<file path="config.mk">
export PLATFORM = sky130hd
export DESIGN_NAME = data_lsu
export DESIGN_NICKNAME = d
export VERILOG_FILES = /design/src/rtl/lsu_pkg.sv /design/src/rtl/lsu_align.sv /design/src/rtl/data_lsu.sv
export SDC_FILE = /design/constraint.sdc
export NUM_CORES = 1
export LEC_CHECK = 0
export ABC_AREA = 1
export BUFFER_PORTS_ARGS = -buffer_cell sky130_fd_sc_hd__buf_2
export CAP_MARGIN = 15
export CORE_AREA = 2 2 102 153
export DETAILED_ROUTE_END_ITERATION = 12
export DIE_AREA = 0 0 104 155
export GPL_TIMING_DRIVEN = 0
export PLACE_DENSITY = 0.74
export SLEW_MARGIN = 20
export SYNTH_ARGS = -nofsm -noshare
export SYNTH_HDL_FRONTEND = slang
export SYNTH_HIERARCHICAL = 1
export SYNTH_SLANG_ARGS = --single-unit
</file>
<file path="constraint.sdc">
create_clock -name clk -period 3.9 [get_ports clk]
set_clock_uncertainty 0.2 [all_clocks]
set_input_delay 0.195 -clock clk [delete_from_list [all_inputs] [get_ports clk]]
set_output_delay 0.195 -clock clk [all_outputs]
set_load 0.01 [all_outputs]
</file>
<file path="src/rtl/lsu_pkg.sv">
// Shared types and helpers for the data load/store unit.
// Access sizes, FSM states and the alignment rule live here.
package lsu_pkg;

    typedef enum logic [1:0] {
        LSU_B,
        LSU_H,
        LSU_W,
        LSU_BAD
    } lsu_size_t;

    typedef enum logic [1:0] {
        ST_IDLE,
        ST_ACCESS,
        ST_RESP
    } lsu_state_t;

    function automatic logic lsu_misaligned(lsu_size_t size, logic [1:0] a);
        logic mis;
        mis = 1'b0;
        unique case (size)
            LSU_H:   mis = a[0];
            LSU_W:   mis = |a;
            default: mis = 1'b0;
        endcase
        return mis;
    endfunction

endpackage

</file>
<file path="src/rtl/lsu_align.sv">
// Lane steering: extracts and extends load data, merges sub-word stores
// into the current RAM word (little-endian byte lanes).
module lsu_align
    import lsu_pkg::*;
(
    input  lsu_size_t   size_i,
    input  logic        uns_i,
    input  logic [1:0]  off_i,
    input  logic [31:0] ram_word_i,
    input  logic [31:0] st_data_i,
    output logic [31:0] ld_word_o,
    output logic [31:0] st_word_o
);

    logic [4:0]  sh;
    logic [31:0] shifted;

    always_comb begin
        sh        = {off_i, 3'b000};
        shifted   = ram_word_i >> sh;
        ld_word_o = ram_word_i;
        st_word_o = st_data_i;
        unique case (size_i)
            LSU_B: begin
                ld_word_o = {{24{~uns_i & shifted[7]}}, shifted[7:0]};
                st_word_o = (ram_word_i & ~(32'h0000_00FF << sh))
                          | ({24'b0, st_data_i[7:0]} << sh);
            end
            LSU_H: begin
                ld_word_o = {{16{~uns_i & shifted[15]}}, shifted[15:0]};
                st_word_o = (ram_word_i & ~(32'h0000_FFFF << sh))
                          | ({16'b0, st_data_i[15:0]} << sh);
            end
            default: begin
                ld_word_o = ram_word_i;
                st_word_o = st_data_i;
            end
        endcase
    end

endmodule

</file>
<file path="src/rtl/data_lsu.sv">
// Load/store unit: one request in flight, IDLE -> ACCESS -> RESP.
// Faulting accesses are reported in the response and never write RAM.
module data_lsu
    import lsu_pkg::*;
#(
    parameter int unsigned RAM_WORDS = 64
) (
    input  logic        clk,
    input  logic        rst_n,
    input  logic        req_valid,
    output logic        req_ready,
    input  logic        req_we,
    input  logic [1:0]  req_size,
    input  logic        req_unsigned,
    input  logic [31:0] req_addr,
    input  logic [31:0] req_wdata,
    output logic        resp_valid,
    input  logic        resp_ready,
    output logic [31:0] resp_rdata,
    output logic        resp_err,
    output logic [31:0] ram_raddr,
    input  logic [31:0] ram_rdata,
    output logic        ram_we,
    output logic [31:0] ram_waddr,
    output logic [31:0] ram_wdata
);

    lsu_state_t  state_q, state_d;
    logic        we_q;
    lsu_size_t   size_q;
    logic        uns_q;
    logic [31:0] addr_q;
    logic [31:0] wdata_q;
    logic [31:0] rdata_q, rdata_d;
    logic        err_q, err_d;
    logic        accept;
    logic        err_w;
    logic [31:0] ld_word;
    logic [31:0] st_word;
    logic [31:0] word_idx;

    assign word_idx = {2'b00, addr_q[31:2]};
    assign err_w = (size_q == LSU_BAD)
                 | lsu_misaligned(size_q, addr_q[1:0])
                 | (word_idx >= RAM_WORDS);

    lsu_align u_align (
        .size_i     (size_q),
        .uns_i      (uns_q),
        .off_i      (addr_q[1:0]),
        .ram_word_i (ram_rdata),
        .st_data_i  (wdata_q),
        .ld_word_o  (ld_word),
        .st_word_o  (st_word)
    );

    assign ram_raddr  = word_idx;
    assign ram_waddr  = word_idx;
    assign req_ready  = (state_q == ST_IDLE);
    assign resp_valid = (state_q == ST_RESP);
    assign resp_rdata = rdata_q;
    assign resp_err   = err_q;

    always_comb begin
        state_d   = state_q;
        accept    = 1'b0;
        ram_we    = 1'b0;
        ram_wdata = 32'b0;
        rdata_d   = rdata_q;
        err_d     = err_q;
        unique case (state_q)
            ST_IDLE: begin
                if (req_valid) begin
                    accept  = 1'b1;
                    state_d = ST_ACCESS;
                end
            end
            ST_ACCESS: begin
                ram_we    = we_q & ~err_w;
                ram_wdata = st_word;
                err_d     = err_w;
                rdata_d   = (we_q | err_w) ? 32'b0 : ld_word;
                state_d   = ST_RESP;
            end
            ST_RESP: begin
                if (resp_ready) begin
                    state_d = ST_IDLE;
                end
            end
            default: state_d = ST_IDLE;
        endcase
    end

    always_ff @(posedge clk or negedge rst_n) begin
        if (!rst_n) begin
            state_q <= ST_IDLE;
            we_q    <= 1'b0;
            size_q  <= LSU_B;
            uns_q   <= 1'b0;
            addr_q  <= 32'b0;
            wdata_q <= 32'b0;
            rdata_q <= 32'b0;
            err_q   <= 1'b0;
        end else begin
            state_q <= state_d;
            rdata_q <= rdata_d;
            err_q   <= err_d;
            if (accept) begin
                we_q    <= req_we;
                size_q  <= lsu_size_t'(req_size);
                uns_q   <= req_unsigned;
                addr_q  <= req_addr;
                wdata_q <= req_wdata;
            end
        end
    end

endmodule

</file>
* Yosys cells after proc, flatten, opt, wreduce, memory -nomap -nowiden *
Cells that the tools add are included.

cells by class
  $lt $le $gt $ge = 1
  reduce and logical (&&, ||, !) cells = 4
  multiplexer cells = 11
  shift-type cells = 5
  bitwise gates (word level) = 14
  equality and inequality tests = 7

operator list
  kind                     count
  $pmux W32 S2             2
  $and A32 B32 Y32         2
  $mux W32                 2
  $not A32 Y32             2
  $or A32 B32 Y32          2
  $shl A16 B5 Y32          1
  $shl A16 B5 Y32 const A  1
  $shl A8 B5 Y32           1
  $shl A8 B5 Y32 const A   1
  $shr A32 B5 Y16          1
  $ge A30 B7 Y1 const B    1
  $eq A2 B2 Y1 const B     3
  $pmux W2 S3              1
  $eq A2 B1 Y1 const B     2
  $logic_not A2 Y1         2
  $mux W2                  2
  $and A1 B1 Y1            3
  $mux W1                  3
  $or A1 B1 Y1             3
  $ne A2 B1 Y1 const B     1
  $ne A2 B2 Y1 const B     1
  $not A1 Y1               2
  $pmux W1 S2              1
  $reduce_and A2 Y1        1
  $reduce_or A2 Y1         1

storage, ports and cells
  register bits after elaboration = 103
  output and inout port bits = 132

* Longest topological paths before layout *
  depth after elaboration = 7
  depth in mapped cells = 12
  depth with buffers taken out = 10

* Hierarchy *
Netlist, hierarchy kept.

modules (own cells, without submodules)
  module     instances  area each (um^2)  cells an instance
  data_lsu   1          5153.7            678
  lsu_align  1          2053.2            439

* Worst setup path after synthesis *
OpenSTA, ideal clock, no wires.

  kind = register to output
  from = register addr_q[1]
  to = output port ram_wdata[0]
  cell stages (with the launch flop) = 10
  data required time = 3.505 ns
  slack = 1.742 ns
  data arrival time = 1.763 ns
  path through = dfrtp_1 inv_2 buf_6 buf_2 ha_1 or2_2 clkbuf_1 o21ai_0 inv_1 nor2_1

between the ends
  word-level cells in the longest chain between the ends = 6
  elaborated cells between the ends (all ways) = 12
  classes of those cells = 4 x shift; 2 x mux; 6 x bitwise

RTL lines
  item                                               RTL line                          RTL
  from (decl)                                        data_lsu.sv:32                    logic [31:0] addr_q;
  from (signal assigned)                             data_lsu.sv:112                   addr_q <= req_addr;
  $shl A16 B5 Y32 or $shl A8 B5 Y32 (tied branches)  lsu_align.sv:31, lsu_align.sv:26
  $not A32 Y32 (on tied branches)                    lsu_align.sv:31, lsu_align.sv:26
  $and A32 B32 Y32 (on tied branches)                lsu_align.sv:31, lsu_align.sv:26
  $or A32 B32 Y32 (on tied branches)                 lsu_align.sv:32, lsu_align.sv:27
  $pmux W32 S2 *                                     lsu_align.sv:23                   unique case (size_i)
  via st_word[0]                                     data_lsu.sv:39                    logic [31:0] st_word;
  $mux W32 *                                         data_lsu.sv:71                    unique case (state_q)
  to (decl)                                          data_lsu.sv:25                    output logic [31:0] ram_wdata

Mark *: on every way through the listed nets, which the timed path passes. The rest lies on a longest branch.

* Worst setup path after layout *
  from = register addr_q[1]
  to = output port ram_wdata[16]

Same word-level chain as after synthesis.

==> flow_summary.yaml <==
place:
  gp_congestion: 1.034
  place.port_buffers: 231
  dp_hpwl_um: 19030
  placement.cell_area_mm2: 0.008657
layout:
  area_growth_from_synthesis_to_layout_pct: 34.08
  final_layout_size_suffix_gt1_share_pct: 26.08
  most-common-layout-cells: "458 x nand2_1, 257 x buf_2, 116 x inv_1"
  design_area_mm2: 0.009663
  nets: 1544
  antennaDiodeCount: 0
  most_frequent_standard_cell_in_the_layout_excluding_fill_and_tap_cells: "nand2_1"
sta:
  fin_crit_sh_pct: 77.44
  clock.fmax_mhz: 331.1
  setup_viol: 0
  slew_viol_final: 0
  hold_viol: 0
  slew_headroom_pct: 59.92
  timing_worst_slew_pin_value_ps: 601.1
  tns_ps: 0
  layout_min_cycle_time_ps: 3020
  grt_setup_unrepaired: "false"
setup_path:
  critPathMaxFanout: 11
  reg2reg_depth: 10
  timing.critical_path.from_type: "flop"
  setup.worst_path.end_class: "output port"
  worst_r2r_endpoint: "resp_rdata[0]"
  critPathLaunch: "addr_q[1]"
  worst_ep_required_time_ps: 3500
  worst_ep_arrival_ps: 2630
  reg2reg_slack_ps: 1810
  crit_type: "reg2out"
  launching_point_of_the_worst_reg2reg_path: "addr_q[0]"
routing:
  drt_wl_total_um: 25190
  dr_total_vias: 8014
  post-route-drc-count: 0
  first_pass_iters: 6
  wire_per_inst_um: 15.39
  dr.first_iter.drc_count: 580
  number_of_routed_nets_with_antenna_violations: 0
  routed_via_density: 4.896
clocking:
  htree_levels: 3
  post-cts-setup-buffer-count: 0
  hold_fix_buffers_cts: 70
  clock_sinks: 103
  cts_root_buf: "clkbuf_16"
  clockBufferDepth: 2
  post_cts_resized: 0
  tritoncts.num_buffers: 9
  tritoncts: "done"
  clkTransAtPathRegs_ps: 80
  clock_insertion_delay_worst_skew_ps: 350
grt:
  grt_first_pass_wirelength_um: 39400
  globalRoute.totalOverflow: 0
  grt_max_degree: 59
  first_global_vias: 7877
  global_route.usage.total_pct: 30.89
  number_of_antenna_violations_at_the_first_check_in_global_routing: 0
floorplanning:
  dieHeight_um: 155
  pin_count: 236
  initial_core_util_pct: 48.48
  floorplan.rows: 55
  core_mm2: 0.01486
  die_area_mm2: 0.01612
  floorplan.die.width_um: 104
yosys:
  synth_seq_cells: 103
  ys_seq_area_share_pct: 35.76
  post_synth.cell_area_avg_um2: 6.452
  synth.lib_cells_used.distinct: 29
  post_synth_instance_area_mm2: 0.007207
  post_synthesis_cell_count: 1117
  synth-warning-count: 6
run_status:
  run_status: "completed"
worst_hold_path:
  hold_path_class: "in2reg"
  whs_endpoint: "resp_rdata[1]"
  hold_path.startpoint: "ram_rdata[1]"
  whs_path_depth: 7
power_and_ir_drop:
  power_leakage_nw: 5.761
  ir_worst_vdd_mv: 0.4151
  powerDensity_mw_per_mm2: 733.7
run:
  cap_violations: 0
[registers in the layout, summed over array words and instances, names as in the netlist]
name and cells:
addr_q 32, resp_err 1, resp_rdata 32, size_q 2, state_q 2, uns_q 1
wdata_q 32, we_q 1
[cell type report]
class,instances,area [um2]
Clock buffer,10,229.0
Timing Repair Buffer,302,1891
Tap cell,199,249.0
Sequential cell,103,2577
Multi-Input combinational cell,770,3322
Fill cell,1391,5201
Inverter,121,459.2
Clock inverter,6,76.32
Buffer,126,859.6
[worst max path at each step]
stage	to	cells past startpoint
final	ram_wdata[16]	12
after global routing	ram_wdata[21]	12
after CTS	ram_wdata[16]	12
after detailed placement	ram_wdata[20]	12
after global placement	ram_wdata[20]	12
after floorplan	ram_wdata[0]	9
[synth_stat cells, drive strengths merged]
cell type | number | area [um2]
o21ai | 60 | 300.3
nand2 | 461 | 1748
nand4 | 1 | 6.260
conb | 1 | 3.750
dfrtp | 103 | 2577
or2 | 1 | 6.260
clkbuf | 14 | 52.55
nor3 | 5 | 25.02
inv | 121 | 459.2
a21oi | 18 | 90.09
o211ai | 1 | 7.510
nor2 | 93 | 374.1
buf | 112 | 807.0
nand3 | 102 | 550.5
o22ai | 16 | 100.1
or3 | 1 | 11.26
ha | 7 | 87.58
[per-layer routing]
metal / GRT usage (%) / vias up / part of all wire, % / wire (um)
met2: 59.62 / 329 / 53 / 13370
met1: 32.38 / 3628 / 36 / 9124
met4: 13.96 / 0 / 4.7 / 1186
met5: 0 / - / 0 / 0
li1: - / 3981 / - / -
met3: 5.320 / 76 / 6.0 / 1512
[critical path, cell delays in order (launching register included)]
cell and delay, ps:
dfrtp_1 500, inv_2 170, buf_6 160, buf_2 250, ha_1 280, inv_1 240
nand2_1 100, nand3_1 90, nand2_1 50, nand3_1 60, inv_1 40, nor2_1 160
buf_2 170
[per-stage QoR]
| step | utilization [%] | setup slack (ps) | std cells | hold slack, ps | power (mW) |
|---|---|---|---|---|---|
| finish | 65.01 | 879.8 | 1637 | 85.40 | 7.090 |
| global route | 65.01 | 749.3 | 1637 | 114.7 | 7.638 |
| CTS | 65.01 | 916.4 | 1637 | 80.83 | 7.042 |
| detailed placement | 58.24 | 1316 | 1551 | -46.54 | 6.023 |
| global placement | 58.01 | 1322 | 1550 | 189.2 | 5.968 |
| floorplan | - | 1742 | 1120 | -300.6 | 4.662 |
[power breakdown]
group / leakage, nW / internal, mW / switching, mW / total, mW
sequential: 1.32 / 1.41 / 0.431 / 1.85
combinational: 4.30 / 1.72 / 2.58 / 4.30
clock: 0.143 / 0.510 / 0.438 / 0.948
total: 5.76 / 3.64 / 3.45 / 7.09
[cell families (layout without fill, tap and decap cells)]
group	Yosys count	after routing	share of synthesized area [%]
DFF	103	103	35.76
other	1	4	0.05203
and+or+nand+nor	664	664	37.76
adders and majority gates	7	7	1.215
AOI/OAI and AO/OA	95	95	6.910
buffers and inverters	247	565	18.30
(Power assumes the default switching activity.)
